$ cat src/rtl/issue_ctrl.sv
// rtl/issue_ctrl.sv - instruction issue sequencer between Fetcher and Decoder
//
// Buffers fetched instructions in a small FIFO, presents the head to the
// Decoder and issues it to RS or LSB when the RoB and the target unit have room.
// Unknown opcodes are dropped with a one-cycle illegal_instr pulse.
//
// Ports:
//   clk, rst            clock, asynchronous active-high reset
//   rdy                 global enable; low freezes all state and blocks issue
//   clear               mispredict flush from RoB
//   instr_ready         Fetcher delivers instr_in/instr_addr_in this cycle
//   fetch_stall         registered back-pressure to the Fetcher
//   dec_valid/instr/addr head entry presented to the Decoder
//   rob_full/rs_full/lsb_full  downstream occupancy
//   instr_issued, issue_to_rs, issue_to_lsb  issue handshake and steering
//   illegal_instr       head dropped because of an unknown opcode
module issue_ctrl #(
  parameter int QUEUE_DEPTH = 2,
  parameter int QUEUE_WIDTH = 1
) (
  input  logic        clk,
  input  logic        rst,
  input  logic        rdy,
  input  logic        clear,
  input  logic        instr_ready,
  input  logic [31:0] instr_in,
  input  logic [31:0] instr_addr_in,
  output logic        fetch_stall,
  output logic        dec_valid,
  output logic [31:0] dec_instr,
  output logic [31:0] dec_addr,
  input  logic        rob_full,
  input  logic        rs_full,
  input  logic        lsb_full,
  output logic        instr_issued,
  output logic        issue_to_rs,
  output logic        issue_to_lsb,
  output logic        illegal_instr
);

  localparam logic [QUEUE_WIDTH:0] DEPTH_C    = (QUEUE_WIDTH+1)'(QUEUE_DEPTH);
  localparam logic [QUEUE_WIDTH:0] DEPTH_M1_C = (QUEUE_WIDTH+1)'(QUEUE_DEPTH - 1);

  typedef enum logic {
    ST_RUN   = 1'b0,
    ST_FLUSH = 1'b1
  } state_e;

  state_e                 state_q, state_d;
  logic [QUEUE_WIDTH-1:0] head_q, head_d;
  logic [QUEUE_WIDTH-1:0] tail_q, tail_d;
  logic [QUEUE_WIDTH:0]   count_q, count_d;
  logic                   fetch_stall_q, fetch_stall_d;

  logic [31:0] instr_mem_q [QUEUE_DEPTH];
  logic [31:0] addr_mem_q  [QUEUE_DEPTH];

  logic not_empty;
  logic head_rs;
  logic head_lsb;
  logic issue_ok;
  logic illegal_ok;
  logic push;
  logic pop;

  // Head presentation; data is forced to zero while the buffer is empty so
  // stale storage never reaches the Decoder.
  assign not_empty = (count_q != '0);
  assign dec_valid = not_empty && (state_q == ST_RUN);
  assign dec_instr = not_empty ? instr_mem_q[head_q] : 32'h0;
  assign dec_addr  = not_empty ? addr_mem_q[head_q]  : 32'h0;

  always_comb begin
    head_rs  = 1'b0;
    head_lsb = 1'b0;
    case (dec_instr[6:0])
      7'b0110111, 7'b0010111, 7'b1101111, 7'b1100111,
      7'b1100011, 7'b0010011, 7'b0110011: head_rs  = 1'b1;
      7'b0000011, 7'b0100011:             head_lsb = 1'b1;
      default: ;
    endcase
  end

  // Illegal heads are discarded regardless of downstream fullness, since
  // they never occupy a RoB, RS or LSB slot.
  assign issue_ok   = dec_valid && rdy && !clear && !rob_full &&
                      (head_rs ? !rs_full : (head_lsb ? !lsb_full : 1'b0));
  assign illegal_ok = dec_valid && rdy && !clear && !head_rs && !head_lsb;

  assign instr_issued  = issue_ok;
  assign issue_to_rs   = issue_ok && head_rs;
  assign issue_to_lsb  = issue_ok && head_lsb;
  assign illegal_instr = illegal_ok;
  assign fetch_stall   = fetch_stall_q;

  assign pop  = issue_ok || illegal_ok;
  // A push into a full buffer is dropped; the Fetcher is expected to obey
  // fetch_stall, which warns one entry before the buffer fills.
  assign push = instr_ready && rdy && !clear && (state_q == ST_RUN) &&
                (count_q < DEPTH_C);

  always_comb begin
    state_d       = state_q;
    head_d        = head_q;
    tail_d        = tail_q;
    count_d       = count_q;
    fetch_stall_d = fetch_stall_q;
    if (rdy) begin
      if (clear) begin
        // Flush wins over any push/pop on the same edge.
        head_d  = '0;
        tail_d  = '0;
        count_d = '0;
        state_d = ST_FLUSH;
      end else begin
        // FLUSH lasts exactly one cycle unless clear is reasserted.
        state_d = ST_RUN;
        if (pop) begin
          head_d = head_q + QUEUE_WIDTH'(1);
        end
        if (push) begin
          tail_d = tail_q + QUEUE_WIDTH'(1);
        end
        case ({push, pop})
          2'b10:   count_d = count_q + (QUEUE_WIDTH+1)'(1);
          2'b01:   count_d = count_q - (QUEUE_WIDTH+1)'(1);
          default: ;
        endcase
      end
      fetch_stall_d = (count_d >= DEPTH_M1_C) || (state_d == ST_FLUSH);
    end
  end

  always_ff @(posedge clk or posedge rst) begin
    if (rst) begin
      state_q       <= ST_RUN;
      head_q        <= '0;
      tail_q        <= '0;
      count_q       <= '0;
      fetch_stall_q <= 1'b0;
    end else begin
      state_q       <= state_d;
      head_q        <= head_d;
      tail_q        <= tail_d;
      count_q       <= count_d;
      fetch_stall_q <= fetch_stall_d;
    end
  end

  // Storage needs no reset: it is only observed while count_q is non-zero.
  always_ff @(posedge clk) begin
    if (push) begin
      instr_mem_q[tail_q] <= instr_in;
      addr_mem_q[tail_q]  <= instr_addr_in;
    end
  end

endmodule
$ cat config.mk
export PLATFORM = sky130hd
export DESIGN_NAME = issue_ctrl
export DESIGN_NICKNAME = d
export VERILOG_FILES = /design/src/rtl/issue_ctrl.sv
export SDC_FILE = /design/constraint.sdc
export NUM_CORES = 1
export LEC_CHECK = 0
export BUFFER_PORTS_ARGS = -buffer_cell sky130_fd_sc_hd__buf_2
export CELL_PAD_IN_SITES_DETAIL_PLACEMENT = 1
export CELL_PAD_IN_SITES_GLOBAL_PLACEMENT = 2
export CORE_MARGIN = 2
export CORE_UTILIZATION = 36
export DETAILED_ROUTE_END_ITERATION = 16
export PLACE_DENSITY_LB_ADDON = 0.1
export SYNTH_ARGS = -nofsm -noshare
export SYNTH_HDL_FRONTEND = slang
export SYNTH_SLANG_ARGS = --single-unit
$ cat constraint.sdc
create_clock -name clk -period 4.6 [get_ports clk]
set_clock_uncertainty 0.1 [all_clocks]
set_input_delay 0.92 -clock clk [delete_from_list [all_inputs] [get_ports clk]]
set_output_delay 0.92 -clock clk [all_outputs]
set_load 0.005 [all_outputs]
==> impl_summary.log, run 1 <==
INFO  metric outcome = finished, final reports clean
INFO  metric timing.max_slew.rel_slack = 39.9%
INFO  metric largest_net_degree_at_the_start_of_global_routing = 54
INFO  metric crit_path_max_fanout = 53
INFO  metric design.die.area = 15700 um2
INFO  metric synth_area_per_cell = 16.0 um2
INFO  metric first_pass_grt_wire_length = 18100 um
INFO  metric tightest_slew = 901 ps
INFO  metric maxCapViolations = 0
INFO  metric grt_antenna_before_repair = 0
INFO  metric io-pin-count = 142
INFO  metric worst_ir_drop_vdd = 0.250 mV
INFO  metric grt_setup_unrepaired = no
INFO  metric syn_inst = 330
INFO  metric floorplan.die.height = 125 um
INFO  metric cts-resized-gates = 0
INFO  metric syn2layout_area_growth = 30.4%
INFO  metric syn-cell-area = 5300 um2
INFO  metric rows = 44
INFO  metric grt_pass1_vias = 3417
INFO  metric setup_violations = 0
INFO  metric max_clock_freq = 253 MHz
INFO  metric routed_wl = 11500 um
INFO  metric top_layer = met4
INFO  metric fp.coreArea = 14500 um2
INFO  metric numPlacedInstances = 645
INFO  metric drt_drc_violations_left = 0
INFO  metric avgViaCountPerCell = 4.73
INFO  metric synth.distinct_cells = 32
INFO  metric final_core_density = 47.7%
INFO  metric synth_fp_nets = 403
INFO  metric gr-usage-all-layers = 15.2%
INFO  metric number_of_search_and_repair_iterations_in_the_first_detailed_routing_pass = 6
INFO  metric port_buffers = 141
INFO  metric wirelength_met1 = 4950 um
INFO  metric drt_iter0_drc = 114
INFO  metric critPathRequiredTime = 3580 ps
INFO  metric chipWidth = 125 um
INFO  metric nNetsFinal = 553
INFO  metric setup.worst_path.start_class = flop
INFO  metric final_layout_size_suffix_gt1_share = 37.5%
INFO  metric final.setup.tns = 0 ps
INFO  metric wl_per_cell = 17.0 um
INFO  metric met2_length = 5830 um
INFO  metric num_vias = 3199
INFO  metric grt-ovfl-total = 0
INFO  metric tritoncts_num_sinks = 134
INFO  metric endpoint_kind = primary output
INFO  metric start_util = 36.6%
INFO  metric post-dp-hpwl = 7510 um
INFO  metric tritoncts.num_buffers = 17
INFO  metric postCtsSetupBuffers = 0
INFO  metric postRouteAntennaNets = 0
INFO  metric synth-seq-cells = 134
INFO  metric clock_latency = 410 ps
INFO  metric antenna_cells_inserted = 0
INFO  metric power.density = 564 nW/um2
INFO  metric leakagePower = 2.64 nW
INFO  metric holdBufCountCts = 0
INFO  metric finalMaxSlewViolations = 0
INFO  metric timing.critical_path.arrival = 2930 ps
INFO  metric critPathKind = reg -> out
INFO  metric ys_warn_count = 0
INFO  metric clk_root_buffer_cell = clkbuf_16
INFO  metric fillers = 1513
INFO  metric stdcell_count = 677
INFO  metric clock_path_buffers = 2
INFO  metric synth.yosys.seq_area_share = 75.4%
INFO  metric routed-wl-met3 = 586 um
INFO  metric cts_max_level = 4
INFO  metric report.final.hold_viol_count = 0
INFO  metric globalplace.congestion = 0.722
INFO  metric fin_crit_sh = 86.0%
INFO  metric tritoncts = built
INFO  metric holdCritPathClass = in -> async
INFO  metric min_period = 3950 ps
INFO  metric clk_pin_slew_worst_paths = 60 ps
-- placed cells by master (no fill, tap or decap), types with 2 or more instances in the layout --
cell,count
inv_1,7
buf_4,6
or2_1,2
mux2i_1,66
nor3b_1,3
bufinv_16,7
nor4b_2,2
buf_2,141
edfxtp_1,128
dfrtp_1,5
clkinvlp_4,2
o22ai_1,2
clkbuf_16,17
xnor2_1,3
nand2_1,2
nor2_4,3
nor2_1,70
nor3_1,2
clkbuf_1,2
a21oi_1,4
-- logic make-up (layout without fill, tap and decap cells) --
kind of cell / count (synthesis) / count (layout) / synth area share (%)
fa+ha+maj: 1 / 1 / 0.236
compound gates: 11 / 11 / 1.54
flops: 134 / 134 / 75.4
simple gates: 92 / 92 / 7.89
mux: 66 / 66 / 12.5
xor+xnor: 3 / 3 / 0.496
buf+inv: 23 / 186 / 1.96
-- routing by layer --
| metal | global-route usage [%] | vias up |
|---|---|---|
| met4 | 5.69 | 0 |
| met3 | 4.66 | 11 |
| li1 | - | 1522 |
| met2 | 25.2 | 96 |
| met1 | 18.9 | 1570 |
| met5 | 0 | - |
-- power breakdown --
group	internal [mW]	total, mW	leakage [nW]	switching (mW)
clock network	1.07	1.57	0.325	0.499
registers	1.39	1.50	1.23	0.111
logic	0.389	0.829	1.08	0.439
-- area by class of cell --
class | count | area [um2] | share of cell area (%)
flip-flops and latches | 134 | 4000 | 57.9
inverters | 7 | 26.3 | 0.380
repair buffers | 147 | 751 | 10.9
clock buffers | 19 | 433 | 6.27
multi-input cells | 173 | 1220 | 17.6
well taps | 184 | 230 | 3.33
clock inverters | 13 | 251 | 3.64
-- path summary, 6_finish.rpt --
kind                                         start                       to  slack (ps)  cells after the start
max                             head_q$_DFFE_PP0P_             instr_issued         650                      6
min                                            rst  fetch_stall$_DFFE_PP0P_         320                      2
max reg2reg                     head_q$_DFFE_PP0P_   count_q[1]$_DFFE_PP0P_        1370                      8
min reg2reg                fetch_stall$_DFFE_PP0P_  fetch_stall$_DFFE_PP0P_         440                      2
max in group asynchronous                      rst       head_q$_DFFE_PP0P_        3850                      2
min in group clk           fetch_stall$_DFFE_PP0P_  fetch_stall$_DFFE_PP0P_         440                      2
-- critical path: stages, from the launching register on --
cell and delay (ps):
dfrtp_4 1010, mux2i_1 250, nor4_1 370, o221a_1 340, nor4b_2 270, or2_1 150
buf_2 110
-- per-stage QoR --
| stage | cell area, um2 | worst slack (ps) | hold WS (ps) | total power, mW |
|---|---|---|---|---|
| 2_1_floorplan | 5300 | -198 | 412 | 2.00 |
| 3_3_place_gp | 6220 | 1160 | 402 | 2.37 |
| 3_5_place_dp | 6220 | 1080 | 424 | 2.38 |
| 4_1_cts | 6910 | 612 | 314 | 3.96 |
| 5_1_grt | 6910 | 392 | 322 | 4.10 |
| 6_report | 6910 | 646 | 318 | 3.90 |
-- synth_stat cells (all sizes together) --
master    n  share of area, %
ha        1              0.24
nor4      1              0.12
a22oi     1              0.14
buf       7              0.83
nor3b     4              0.66
nor2b     1              0.12
or2       4              0.47
xnor2     3              0.50
edfxtp  128                73
o21ai     1             0.094
nand2     2              0.14
mux2i    66                12
nor2     73               5.2
inv       7              0.50
clkbuf    9              0.64
a21oi     4              0.38
dfrtp     6               2.8
and3b     1              0.17
o22ai     2              0.24
a32o      1              0.19
o221a     1              0.21
nor4b     2              0.57
a221oi    1              0.28
nand3b    1              0.14
nand3     1             0.094
nor3      2              0.19
-- state kept, by name (all words and copies together), names as in the netlist --
name / flops
addr_mem_q: 64
fetch_stall: 1
tail_q: 1
instr_mem_q: 64
head_q: 1
count_q: 2
state_q: 1
(Power assumes the default switching activity.)
==> run 2: changes to the inputs <==
--- a/config.mk
+++ b/config.mk
@@ -8,6 +8,7 @@
 export BUFFER_PORTS_ARGS = -buffer_cell sky130_fd_sc_hd__buf_2
 export CELL_PAD_IN_SITES_DETAIL_PLACEMENT = 1
 export CELL_PAD_IN_SITES_GLOBAL_PLACEMENT = 2
+export CORE_ASPECT_RATIO = 0.5
 export CORE_MARGIN = 2
 export CORE_UTILIZATION = 36
 export DETAILED_ROUTE_END_ITERATION = 16
==> run 2 against run 1 <==
  * Setup slack better by 510 ps
  * Cell area down 1.5%
  * Largest power group is now sequential cells
  * Global-route usage is 0.15 points higher
  * Register-to-register slack better by 370 ps
  * Critical path type unchanged
  * Critical path depth is 1 higher
==> impl_summary.log, run 2 (same netlist as run 1, synthesis figures left out) <==
INFO  metric final_common_cell = buf_2
INFO  metric post-place-ws = 1320 ps
INFO  metric crit_path_max_fanout = 37
INFO  metric report.final.hold_viol_count = 0
INFO  metric tritoncts = built
INFO  metric finalMaxSlewViolations = 0
INFO  metric cts_max_level = 4
INFO  metric timing.critical_path.arrival = 2430 ps
INFO  metric setup.worst_path.start_class = flop
INFO  metric number_of_search_and_repair_iterations_in_the_first_detailed_routing_pass = 4
INFO  metric rows = 31
INFO  metric io-pin-count = 142
INFO  metric clock_latency = 410 ps
INFO  metric minimum_setup_slack_among_reg_to_reg_paths = 1740 ps
INFO  metric postCtsSetupBuffers = 0
INFO  metric avgViaCountPerCell = 4.62
INFO  metric design.die.area = 15800 um2
INFO  metric largest_net_degree_at_the_start_of_global_routing = 65
INFO  metric critPathRequiredTime = 3580 ps
INFO  metric rr_endpoint = count_q[1]$_DFFE_PP0P_
INFO  metric nNetsFinal = 553
INFO  metric cts-resized-gates = 0
INFO  metric grt-ovfl-total = 0
INFO  metric outcome = finished, final reports clean
INFO  metric wl_per_cell = 16.9 um
INFO  metric final_cell_mix = buf_2, edfxtp_1, nor2_1
INFO  metric fillers = 1524
INFO  metric globalplace.congestion = 0.826
INFO  metric max_clock_freq = 290 MHz
INFO  metric start_util = 36.7%
INFO  metric fp.coreArea = 14400 um2
INFO  metric setup_violations = 0
INFO  metric fin_crit_sh = 74.9%
INFO  metric post-dp-hpwl = 7870 um
INFO  metric final_layout_size_suffix_gt1_share = 37.9%
INFO  metric min_period = 3450 ps
INFO  metric postRouteAntennaNets = 0
INFO  metric holdBufCountCts = 0
INFO  metric tightest_slew = 1020 ps
INFO  metric grt_pass1_vias = 3524
INFO  metric worst_ir_drop_vdd = 0.226 mV
INFO  metric critical-path-slowest-cell = dfrtp_1
INFO  metric port_buffers = 141
INFO  metric timing.max_slew.rel_slack = 31.7%
INFO  metric maxCapViolations = 0
INFO  metric floorplan.die.height = 89.8 um
INFO  metric num_vias = 3194
INFO  metric timing.critical_path.cells = nor2_4 > buf_4 > nor2_1 > nor4b_2 > nor3b_2 > or2_1 > buf_2
INFO  metric gr-usage-all-layers = 15.4%
INFO  metric chipWidth = 176 um
INFO  metric clk_root_buffer_cell = clkbuf_16
INFO  metric grt_antenna_before_repair = 0
INFO  metric regs_by_ff_count = addr_mem_q (64), instr_mem_q (64), count_q (2)
INFO  metric routed_wl = 11700 um
INFO  metric grt_setup_unrepaired = no
INFO  metric totalPowerFinal = 3.64 mW
INFO  metric tritoncts.num_buffers = 17
INFO  metric antenna_cells_inserted = 0
INFO  metric first_pass_grt_wire_length = 18300 um
INFO  metric clk_pin_slew_worst_paths = 60 ps
INFO  metric critical_path.max_stage_delay = 460 ps
INFO  metric final_setup_slack_of_the_worst_path = 1150 ps
INFO  metric tritoncts_num_sinks = 134
INFO  metric drt_drc_violations_left = 0
INFO  metric holdCritPathClass = in -> async
INFO  metric worstRegToRegCells = 9
INFO  metric syn2layout_area_growth = 28.5%
INFO  metric r2r-start = count_q[0]$_DFFE_PP0P_
INFO  metric clock_path_buffers = 2
INFO  metric critPathKind = reg -> out
INFO  metric power.density = 535 nW/um2
INFO  metric drt_iter0_drc = 103
INFO  metric leakagePower = 2.58 nW
INFO  metric endpoint_kind = primary output
run 2: changes by cell type in the layout (fill, tap and decap cells not counted):
cell        delta
clkinvlp_4     +1
inv_6          +6
clkinv_4       +1
bufinv_16      -6
clkbuf_1       -2
run 2: layout make-up:
class                      count  area, um2  area share, %
sequential                   134       4000           58.7
tap                          198        248           3.64
clock buffer                  17        425           6.25
multi-input combinational    173       1220           17.9
inverter                       7       26.3          0.386
timing repair buffer         147        751           11.0
clock inverter                15        140           2.06
run 2: power breakdown:
group          internal, mW  switching, mW  leakage [nW]
Clock                 0.753          0.548         0.269
Combinational         0.398          0.514          1.08
Sequential             1.39         0.0394          1.23
run 2: routing by layer:
metal	global-route usage (%)	routed length [um]	up-vias
li1	-	-	1525
met1	17.9	5060	1583
met2	26.2	5830	77
met3	5.63	663	9
met4	5.30	95	0
met5	0	0	-
run 2: worst max-delay path by stage:
stage	end	cells after the start	startpoint	slack (ps)
3_5_place_dp	addr_mem_q[0][8]$_DFFE_PP_	5	rdy	1320
5_1_grt	instr_issued	7	count_q[0]$_DFFE_PP0P_	980
3_3_place_gp	addr_mem_q[0][8]$_DFFE_PP_	5	rdy	1470
4_1_cts	instr_issued	7	count_q[0]$_DFFE_PP0P_	1110
2_1_floorplan	addr_mem_q[0][0]$_DFFE_PP_	4	rdy	-200
6_report	instr_issued	7	count_q[0]$_DFFE_PP0P_	1150
run 2: worst max-delay path: cells and delay by family, from the launching register on:
kind          cells  cell delay, ps
buf+inv           2             460
simple gates      5            1080
flops             1             460
run 2: per-stage QoR:
stage          setup TNS (ps)  util [%]  hold WS [ps]  instance area [um2]  std cells
2_1_floorplan          -25290         -           412                 5300        330
3_3_place_gp                0      43.3           410                 6240        659
3_5_place_dp                0      43.3           437                 6240        659
4_1_cts                     0      47.2           313                 6810        691
5_1_grt                     0      47.2           323                 6810        691
6_report                    0      47.2           325                 6810        691
==> run 3: changes to the inputs <==
--- a/config.mk
+++ b/config.mk
@@ -5,12 +5,13 @@
 export SDC_FILE = /design/constraint.sdc
 export NUM_CORES = 1
 export LEC_CHECK = 0
+export ABC_AREA = 1
 export BUFFER_PORTS_ARGS = -buffer_cell sky130_fd_sc_hd__buf_2
 export CELL_PAD_IN_SITES_DETAIL_PLACEMENT = 1
 export CELL_PAD_IN_SITES_GLOBAL_PLACEMENT = 2
 export CORE_ASPECT_RATIO = 0.5
 export CORE_MARGIN = 2
-export CORE_UTILIZATION = 36
+export CORE_UTILIZATION = 34
 export DETAILED_ROUTE_END_ITERATION = 16
 export PLACE_DENSITY_LB_ADDON = 0.1
 export SYNTH_ARGS = -nofsm -noshare
==> constraint.sdc (replaced) <==
create_clock -name clk -period 3.21 [get_ports clk]
set_clock_uncertainty 0.1 [all_clocks]
set_input_delay 0.642 -clock clk [delete_from_list [all_inputs] [get_ports clk]]
set_output_delay 0.642 -clock clk [all_outputs]
set_load 0.005 [all_outputs]
==> run 3 against run 2 <==
  * Die area rose by 5.6%
  * Total power up 24%
  * Clock power grew 52%
  * Combinational power down 38%
  * Setup slack got worse by 820 ps
  * First-iteration DRC count up 15%
  * Largest cell class unchanged
  * Largest power group unchanged
  * Highest routed layer unchanged
==> impl_summary.log, run 3 <==
INFO  metric outcome = finished, final reports clean
INFO  metric cts-resized-gates = 0
INFO  metric chipWidth = 180 um
INFO  metric antenna_cells_inserted = 0
INFO  metric wl_per_cell = 15.9 um
INFO  metric holdBufCountCts = 0
INFO  metric io-pin-count = 142
INFO  metric synth_area_per_cell = 12.3 um2
INFO  metric routed_wl = 12600 um
INFO  metric final_layout_size_suffix_gt1_share = 33.6%
INFO  metric finalMaxSlewViolations = 0
INFO  metric tritoncts.num_buffers = 17
INFO  metric critical-path-slowest-cell = buf_4
INFO  metric clock_path_buffers = 2
INFO  metric num_vias = 3655
INFO  metric synth.cells.most_frequent = nand2_1, edfxtp_1, a21oi_1, inv_1, nor2_1
INFO  metric syn_inst = 431
INFO  metric first_pass_grt_wire_length = 20300 um
INFO  metric clk_root_buffer_cell = clkbuf_16
INFO  metric endpoint_kind = primary output
INFO  metric tritoncts = built
INFO  metric synthTopCellsByArea = edfxtp_1, nand2_1, a21oi_1
INFO  metric synth_fp_nets = 504
INFO  metric design.die.area = 16600 um2
INFO  metric fin_crit_sh = 89.7%
INFO  metric yosys.area.top_type_share = 72.7%
INFO  metric leakagePower = 2.86 nW
INFO  metric syn-cell-area = 5290 um2
INFO  metric clock_latency = 400 ps
INFO  metric tightest_slew = 716 ps
INFO  metric report.final.hold_viol_count = 0
INFO  metric ys.flop_type = edfxtp_1
INFO  metric timing.critical_path.cells = inv_4 > buf_4 > nand2_1 > a21oi_1 > buf_2
INFO  metric fillers = 1671
INFO  metric grt_setup_unrepaired = no
INFO  metric nNetsFinal = 654
INFO  metric final_core_density = 45.3%
INFO  metric number_of_search_and_repair_iterations_in_the_first_detailed_routing_pass = 4
INFO  metric globalplace.congestion = 0.749
INFO  metric grt_antenna_before_repair = 0
INFO  metric final_cell_mix = nand2_1, buf_2, edfxtp_1
INFO  metric clk_pin_slew_worst_paths = 60 ps
INFO  metric totalPowerFinal = 4.52 mW
INFO  metric setup_violations = 0
INFO  metric post-dp-hpwl = 8290 um
INFO  metric synth.distinct_cells = 26
INFO  metric final.setup.tns = 0 ps
INFO  metric synth.most_common_cell = nand2_1
INFO  metric timing.max_slew.rel_slack = 52.3%
INFO  metric setup.worst_path.start_class = flop
INFO  metric ys_warn_count = 0
INFO  metric critPathRequiredTime = 2470 ps
INFO  metric synth-seq-cells = 134
INFO  metric regs_by_ff_count = addr_mem_q (64), instr_mem_q (64), count_q (2)
INFO  metric syn2layout_area_growth = 31.0%
INFO  metric synthDominantAreaCellType = edfxtp_1
INFO  metric critical_path.max_stage_delay = 540 ps
INFO  metric worst_ir_drop_vdd = 0.322 mV
INFO  metric postRouteAntennaNets = 0
INFO  metric grt_pass1_vias = 3871
INFO  metric timing.critical_path.arrival = 2140 ps
INFO  metric tritoncts_num_sinks = 134
INFO  metric fp.coreArea = 15300 um2
INFO  metric min_period = 2880 ps
INFO  metric max_clock_freq = 347 MHz
INFO  metric grt-ovfl-total = 0
INFO  metric floorplan.die.height = 92.2 um
INFO  metric crit_path_max_fanout = 57
INFO  metric drt_drc_violations_left = 0
INFO  metric gr-usage-all-layers = 16.0%
INFO  metric final_common_cell = nand2_1
INFO  metric drt_iter0_drc = 118
INFO  metric synth-async-reset-ratio = 4.48%
INFO  metric largest_net_degree_at_the_start_of_global_routing = 58
INFO  metric holdCritPathClass = in -> async
INFO  metric cts_max_level = 4
INFO  metric avgViaCountPerCell = 4.59
INFO  metric synth_enable_flop_cells = 128
INFO  metric hold_ws = 46.9 ps
INFO  metric power.density = 653 nW/um2
INFO  metric synth.yosys.seq_area_share = 75.5%
INFO  metric critPathKind = reg -> out
INFO  metric rows = 32
INFO  metric maxCapViolations = 0
INFO  metric start_util = 34.6%
INFO  metric port_buffers = 141
INFO  metric postCtsSetupBuffers = 0
[run 3: changes by cell type in the layout (fill, tap and decap cells not counted), sizes merged, moves of 3 or more]
| cell | before | now |
|---|---|---|
| nand3 | 1 | 8 |
| nand2 | 2 | 150 |
| a21oi | 4 | 62 |
| xnor2 | 3 | 0 |
| buf | 147 | 151 |
| nor2 | 73 | 19 |
| mux2i | 66 | 0 |
| inv | 14 | 30 |
| nor3b | 4 | 0 |
| or2 | 4 | 1 |
| o21ai | 1 | 5 |
[run 3: logic make-up (layout without fill, tap and decap cells)]
group / Yosys count / after routing / synth area share, %
and+or+nand+nor: 182 / 182 / 14.1
adders and majority gates: 1 / 1 / 0.236
DFF: 134 / 134 / 75.5
buffers and inverters: 45 / 207 / 3.52
AOI/OAI and AO/OA: 69 / 69 / 6.67
[run 3: layout make-up]
type | instances | area [um2] | area share, %
inverters | 25 | 98.8 | 1.43
clock inverters | 14 | 175 | 2.53
clock buffers | 17 | 425 | 6.14
well taps | 204 | 255 | 3.68
multi-input cells | 252 | 1120 | 16.2
repair buffers | 151 | 856 | 12.3
flip-flops and latches | 134 | 4000 | 57.6
[run 3: power breakdown]
part	internal, mW	switching, mW
combinational	0.207	0.354
clock	1.23	0.749
sequential	1.96	0.0231
[run 3: worst max-delay path, delay by kind of cell, from the launching register on]
| family | cells | cell delay (ps) |
|---|---|---|
| simple gates | 1 | 100 |
| buf+inv | 3 | 830 |
| compound gates | 1 | 260 |
| flops | 1 | 510 |
[run 3: per-stage QoR]
step | worst slack (ps) | instance area, um2 | cells
after floorplan | -26.1 | 5300 | 431
after global placement | 742 | 6330 | 766
after detailed placement | 698 | 6330 | 766
after CTS | 261 | 6930 | 797
after global routing | 149 | 6930 | 797
final | 331 | 6930 | 797
[run 3: final timing paths]
path | from | end | slack [ps] | cells after the start
worst max-delay path | head_q$_DFFE_PP0P_ | dec_addr[8] | 330 | 5
worst min-delay path | rst | count_q[1]$_DFFE_PP0P_ | 50 | 2
worst max register to register | count_q[0]$_DFFE_PP0P_ | count_q[1]$_DFFE_PP0P_ | 830 | 15
worst min register to register | fetch_stall$_DFFE_PP0P_ | fetch_stall$_DFFE_PP0P_ | 450 | 2
max in group asynchronous | rst | head_q$_DFFE_PP0P_ | 2740 | 2
min in group clk | instr_addr_in[11] | addr_mem_q[1][11]$_DFFE_PP_ | 320 | 1
[run 3: layer usage]
metal	GRT usage, %	routed length [um]
met2	26.8	6150
met1	20.3	5760
met4	4.03	89
met5	0	0
met3	4.77	647
